File: src/rtl/alu_req_arbiter.sv
// Round-robin front end sharing one cv32e40p_alu between two requesters.
// Latches the winner, drives the ALU through ISSUE/WAIT with a watchdog, and returns the result.
module alu_req_arbiter #(
    parameter int OP_WIDTH   = 7,
    parameter int DATA_WIDTH = 32,
    parameter int MAX_LAT    = 40
) (
    input  logic                    clk,
    input  logic                    rst,
    input  logic [1:0]              req_valid_i,
    output logic [1:0]              req_ready_o,
    input  logic [2*OP_WIDTH-1:0]   req_op_i,
    input  logic [2*DATA_WIDTH-1:0] req_a_i,
    input  logic [2*DATA_WIDTH-1:0] req_b_i,
    input  logic [2*DATA_WIDTH-1:0] req_c_i,
    output logic [1:0]              rsp_valid_o,
    input  logic [1:0]              rsp_ready_i,
    output logic [DATA_WIDTH-1:0]   rsp_result_o,
    output logic                    rsp_cmp_o,
    output logic                    rsp_err_o,
    output logic                    alu_enable_o,
    output logic [OP_WIDTH-1:0]     alu_operator_o,
    output logic [DATA_WIDTH-1:0]   alu_operand_a_o,
    output logic [DATA_WIDTH-1:0]   alu_operand_b_o,
    output logic [DATA_WIDTH-1:0]   alu_operand_c_o,
    output logic                    alu_ex_ready_o,
    input  logic [DATA_WIDTH-1:0]   alu_result_i,
    input  logic                    alu_cmp_i,
    input  logic                    alu_ready_i
);

    localparam int CNT_W = $clog2(MAX_LAT + 1);
    localparam logic [CNT_W-1:0] CNT_MAX = CNT_W'(MAX_LAT);

    typedef enum logic [1:0] {IDLE, ISSUE, WAIT, RESP} state_t;

    state_t                state_q, state_d;
    logic                  last_grant_q, last_grant_d;
    logic                  grant_idx_q, grant_idx_d;
    logic [OP_WIDTH-1:0]   op_q, op_d;
    logic [DATA_WIDTH-1:0] a_q, a_d, b_q, b_d, c_q, c_d;
    logic [CNT_W-1:0]      cnt_q, cnt_d;
    logic [DATA_WIDTH-1:0] res_q, res_d;
    logic                  cmp_q, cmp_d;
    logic                  err_q, err_d;
    logic                  grant_any;
    logic                  grant_sel;

    logic [OP_WIDTH-1:0]   op_arr [2];
    logic [DATA_WIDTH-1:0] a_arr  [2];
    logic [DATA_WIDTH-1:0] b_arr  [2];
    logic [DATA_WIDTH-1:0] c_arr  [2];

    for (genvar gi = 0; gi < 2; gi++) begin : g_req
        assign op_arr[gi]      = req_op_i[gi*OP_WIDTH +: OP_WIDTH];
        assign a_arr[gi]       = req_a_i[gi*DATA_WIDTH +: DATA_WIDTH];
        assign b_arr[gi]       = req_b_i[gi*DATA_WIDTH +: DATA_WIDTH];
        assign c_arr[gi]       = req_c_i[gi*DATA_WIDTH +: DATA_WIDTH];
        assign rsp_valid_o[gi] = (state_q == RESP) && (grant_idx_q == 1'(gi));
    end

    always_ff @(posedge clk) begin
        if (rst) begin
            state_q      <= IDLE;
            last_grant_q <= 1'b1;
            grant_idx_q  <= 1'b0;
            op_q         <= '0;
            a_q          <= '0;
            b_q          <= '0;
            c_q          <= '0;
            cnt_q        <= '0;
            res_q        <= '0;
            cmp_q        <= 1'b0;
            err_q        <= 1'b0;
        end else begin
            state_q      <= state_d;
            last_grant_q <= last_grant_d;
            grant_idx_q  <= grant_idx_d;
            op_q         <= op_d;
            a_q          <= a_d;
            b_q          <= b_d;
            c_q          <= c_d;
            cnt_q        <= cnt_d;
            res_q        <= res_d;
            cmp_q        <= cmp_d;
            err_q        <= err_d;
        end
    end

    always_comb begin
        state_d        = state_q;
        last_grant_d   = last_grant_q;
        grant_idx_d    = grant_idx_q;
        op_d           = op_q;
        a_d            = a_q;
        b_d            = b_q;
        c_d            = c_q;
        cnt_d          = cnt_q;
        res_d          = res_q;
        cmp_d          = cmp_q;
        err_d          = err_q;
        req_ready_o    = 2'b00;
        alu_enable_o   = 1'b0;
        alu_ex_ready_o = 1'b0;
        grant_any      = 1'b0;
        grant_sel      = 1'b0;

        case (state_q)
            IDLE: begin
                // Contention goes to whoever did not win last time.
                if (req_valid_i == 2'b11) begin
                    grant_any = 1'b1;
                    grant_sel = ~last_grant_q;
                end else if (req_valid_i[0]) begin
                    grant_any = 1'b1;
                    grant_sel = 1'b0;
                end else if (req_valid_i[1]) begin
                    grant_any = 1'b1;
                    grant_sel = 1'b1;
                end
                if (grant_any && !rst) begin
                    req_ready_o  = grant_sel ? 2'b10 : 2'b01;
                    grant_idx_d  = grant_sel;
                    last_grant_d = grant_sel;
                    op_d         = op_arr[grant_sel];
                    a_d          = a_arr[grant_sel];
                    b_d          = b_arr[grant_sel];
                    c_d          = c_arr[grant_sel];
                    state_d      = ISSUE;
                end
            end
            ISSUE: begin
                alu_enable_o = 1'b1;
                if (alu_ready_i) begin
                    alu_ex_ready_o = 1'b1;
                    res_d          = alu_result_i;
                    cmp_d          = alu_cmp_i;
                    err_d          = 1'b0;
                    state_d        = RESP;
                end else begin
                    cnt_d   = CNT_W'(1);
                    state_d = WAIT;
                end
            end
            WAIT: begin
                alu_enable_o = 1'b1;
                if (alu_ready_i) begin
                    alu_ex_ready_o = 1'b1;
                    res_d          = alu_result_i;
                    cmp_d          = alu_cmp_i;
                    err_d          = 1'b0;
                    cnt_d          = '0;
                    state_d        = RESP;
                end else if (cnt_q == CNT_MAX) begin
                    // Watchdog: the ALU is never told the op completed.
                    res_d   = '0;
                    cmp_d   = 1'b0;
                    err_d   = 1'b1;
                    cnt_d   = '0;
                    state_d = RESP;
                end else begin
                    cnt_d = cnt_q + 1'b1;
                end
            end
            RESP: begin
                if (rsp_ready_i[grant_idx_q]) begin
                    state_d = IDLE;
                end
            end
            default: state_d = IDLE;
        endcase
    end

    assign alu_operator_o  = op_q;
    assign alu_operand_a_o = a_q;
    assign alu_operand_b_o = b_q;
    assign alu_operand_c_o = c_q;
    assign rsp_result_o    = res_q;
    assign rsp_cmp_o       = cmp_q;
    assign rsp_err_o       = err_q;

endmodule

File: config.mk
export PLATFORM = sky130hd
export DESIGN_NAME = alu_req_arbiter
export DESIGN_NICKNAME = d
export VERILOG_FILES = /design/src/rtl/alu_req_arbiter.sv
export SDC_FILE = /design/constraint.sdc
export NUM_CORES = 1
export LEC_CHECK = 0
export CORE_AREA = 2 2 149 151
export CTS_CLUSTER_SIZE = 24
export DETAILED_ROUTE_END_ITERATION = 12
export DIE_AREA = 0 0 151 153
export PLACE_DENSITY_LB_ADDON = 0.08
export REMOVE_ABC_BUFFERS = 1
export SYNTH_ARGS = -nofsm -noshare
export SYNTH_HDL_FRONTEND = slang
export SYNTH_SLANG_ARGS = --single-unit
File: constraint.sdc
create_clock -name clk -period 1.7 [get_ports clk]
set_input_delay 0.51 -clock clk [delete_from_list [all_inputs] [get_ports clk]]
set_output_delay 0.51 -clock clk [all_outputs]
set_load 0.05 [all_outputs]
==> run summary <==
main area contributors after synthesis = dfxtp_1, mux2i_1, a211oi_1, nor2_1, a211oi_2
kind of start point of the critical path = flop
crit end category = output pin
CTS tree = built
I/O pin count = 389
Setup WS post-layout = -366 ps
top post-synthesis cells by count = dfxtp_1, nor2_1, mux2i_1
Worst-path clk slew = 60 ps
Synth Warn # = 0
largest net degree at the start of global routing = 90
setup slack, reg-to-reg = 0 ps
Pre-antenna DRT Iters = 4
final instance area = 14200 um2
DR WL/cell = 20.2 um
Hold Path Depth = 2
share of cells above drive strength 1 = 34.5%
Gate Count Post-Synth = 614
worst skew pair latency = 420 ps
drt total wl = 27.5 mm
Synth Area in XOR/XNOR = 0.548%
DRC = 0
placer's final routability congestion estimate = 0.780
grt ovf = 0
largest family of logic cells by synthesized area = compound AO/OA/AOI/OAI gates
Total Power = 21.6 mW
maximum clock path buffer count = 2
#FFs+latches synth = 147
count leader, synth = dfxtp_1
Die Span Y = 153 um
first-pass GRT wire length = 37.8 mm
Slew Limit Headroom = 65.0%
Least-Margin Pin Slew = 524 ps
Worst Path Arrival = 1560 ps
Die Area = 23100 um2
Post-synth top flop = dfxtp_1
Pwr Density = 1520 nW/um2
Synth Area in Adders = 1.37%
minimum clock period = 2070 ps
placed cell area = 12200 um2
failing checks = negative setup slack
Mapped Area = 6390 um2
crit share post-route = 122%
sequential area share after synthesis = 46.1%
CORE AREA = 21500 um2
Detail Route Antenna Nets = 0
Worst Hold Class = flop to flop
fmax = 484 MHz
number of antenna violations at the first check in global routing = 1
number of DRC markers in iteration 0 = 240
LEAKAGE = 5.49 nW
endpoints failing setup = 7
required arrival time at the worst endpoint = 1190 ps
Hold Buf Count CTS = 0
TritonCTS Buffers = 17
status = finished, violations left
post-route clock skew = 9.02 ps
mux share of post-synthesis cell area = 16.3%
unrepaired setup endpoints after global routing = yes
overall routing resource usage = 21.7%
Critical R2R Capture = rsp_result_o[24]$_SDFFE_PP0P_
leading area contributor after synthesis = dfxtp_1
CP Launch Point = state_q[0]$_SDFFE_PP0P_
die span in x = 151 um
Hold Vio Cnt, Final = 0
per-instance average area after synthesis = 10.4 um2
asr flop ratio synth = 0%
setup_tns = -1650 ps
Clock H-tree levels = 4
Simple-Gate Fraction of Synth Area = 9.03%
sink of the worst hold path = last_grant_q$_SDFFE_PP1P_
Compound-Gate Fraction of Synth Area = 21.1%
hold slack = 495 ps
crit-path max FO = 2
# rows = 54
R2R depth = 8
library cells used by synthesis = 37
# port buffers = 388
worst vdd ir = 0.721 mV
HPWL Detailed = 17.6 mm
crit path kind = flop to output pin
min-delay src = last_grant_q$_SDFFE_PP1P_
vias = 6506
worst r2r src = state_q[0]$_SDFFE_PP0P_
fin nets = 1320
Slew Viols, Final = 0
Syn-to-layout area delta = 122%
vias in the first global route = 6564
Max Cap Viol = 0
CTS root buf = clkbuf_16
clock sinks = 147
top cell type's share of synthesized area = 46.1%
Via density = 4.78
starting density of the core = 29.7%
Post-synth EDFFs = 0
-- state kept, by name (all words and copies together) (netlist names), 2 cells and up --
signal and cells:
rsp_result_o 32, alu_operand_c_o 32, alu_operand_b_o 32, cnt_q 6
alu_operator_o 7, state_q 2, alu_operand_a_o 32
-- per-layer routing --
| metal | part of all wire [%] | GRT usage (%) | up-vias |
|---|---|---|---|
| met2 | 51 | 37.9 | 246 |
| met4 | 2.2 | 7.39 | 0 |
| met5 | 0 | 0 | - |
| li1 | - | - | 3150 |
| met3 | 6.7 | 6.45 | 32 |
| met1 | 40 | 25.1 | 3078 |
-- critical path, stage by stage, from the launching register on --
cell	delay, ps
dfxtp_2	330
inv_2	60
buf_6	90
ha_4	120
inv_2	50
or2_4	240
nor2_4	90
buf_8	150
-- logic make-up after synthesis --
logic type,Yosys count
AOI/OAI and AO/OA,154
xor gates and xnor gates,4
adders and majority gates,7
buffers and inverters,60
DFF,147
muxes,104
and+or+nand+nor,138
-- cell type report --
class / count / area [um2]
multi-input cells: 408 / 3470
flip-flops and latches: 147 / 2950
diodes: 1 / 2.50
clock inverters: 6 / 115
fillers: 1644 / 7290
inverters: 8 / 30.0
well taps: 280 / 350
clock buffers: 26 / 519
repair buffers: 485 / 6760
-- where the power goes --
| group | switching [mW] | internal [mW] |
|---|---|---|
| registers | 0.904 | 4.32 |
| logic | 6.05 | 6.26 |
| clock network | 1.48 | 2.56 |
| total | 8.43 | 13.1 |
-- stage by stage --
step           setup WS (ps)  util (%)  std cells
2_1_floorplan          -8460         -        562
3_3_place_gp            -549      56.9       1279
3_5_place_dp            -564      56.9       1279
4_1_cts                 -417      63.3       1339
5_1_grt                 -427      66.1       1361
6_report                -366      66.1       1361
-- what timing repair did --
action | 4_1_cts | 5_1_grt
setup buffers | 17 | 9
gates cloned | 11 | 15
resized for setup | 78 | 52
pin swaps | 8 | 18
endpoints found under the setup margin | 125 | 143
-- how the worst max path moves through the flow --
stage / to / slack (ps) / cells after the start
detailed placement: alu_operand_a_o[18]$_SDFFE_PP0P_ / -560 / 8
CTS: req_ready_o[0] / -420 / 7
global route: req_ready_o[0] / -430 / 7
finish: req_ready_o[0] / -370 / 7
global placement: alu_operand_c_o[7]$_SDFFE_PP0P_ / -550 / 7
floorplan: req_ready_o[0] / -8460 / 2
-- cell usage in the layout (no fill, tap or decap), drive strengths merged, types with 2 or more instances in the layout --
cell	instances
ha	7
mux2i	104
nand4	2
buf	228
clkdlybuf4s50	242
nor2	112
o21ai	3
or2	2
bufbuf	2
inv	9
bufinv	3
nand2	12
a211oi	103
a21boi	2
and2	2
xor2	4
dfxtp	147
clkbuf	39
a21oi	8
a22o	34
No activity file was read; power rests on OpenSTA's default activity.
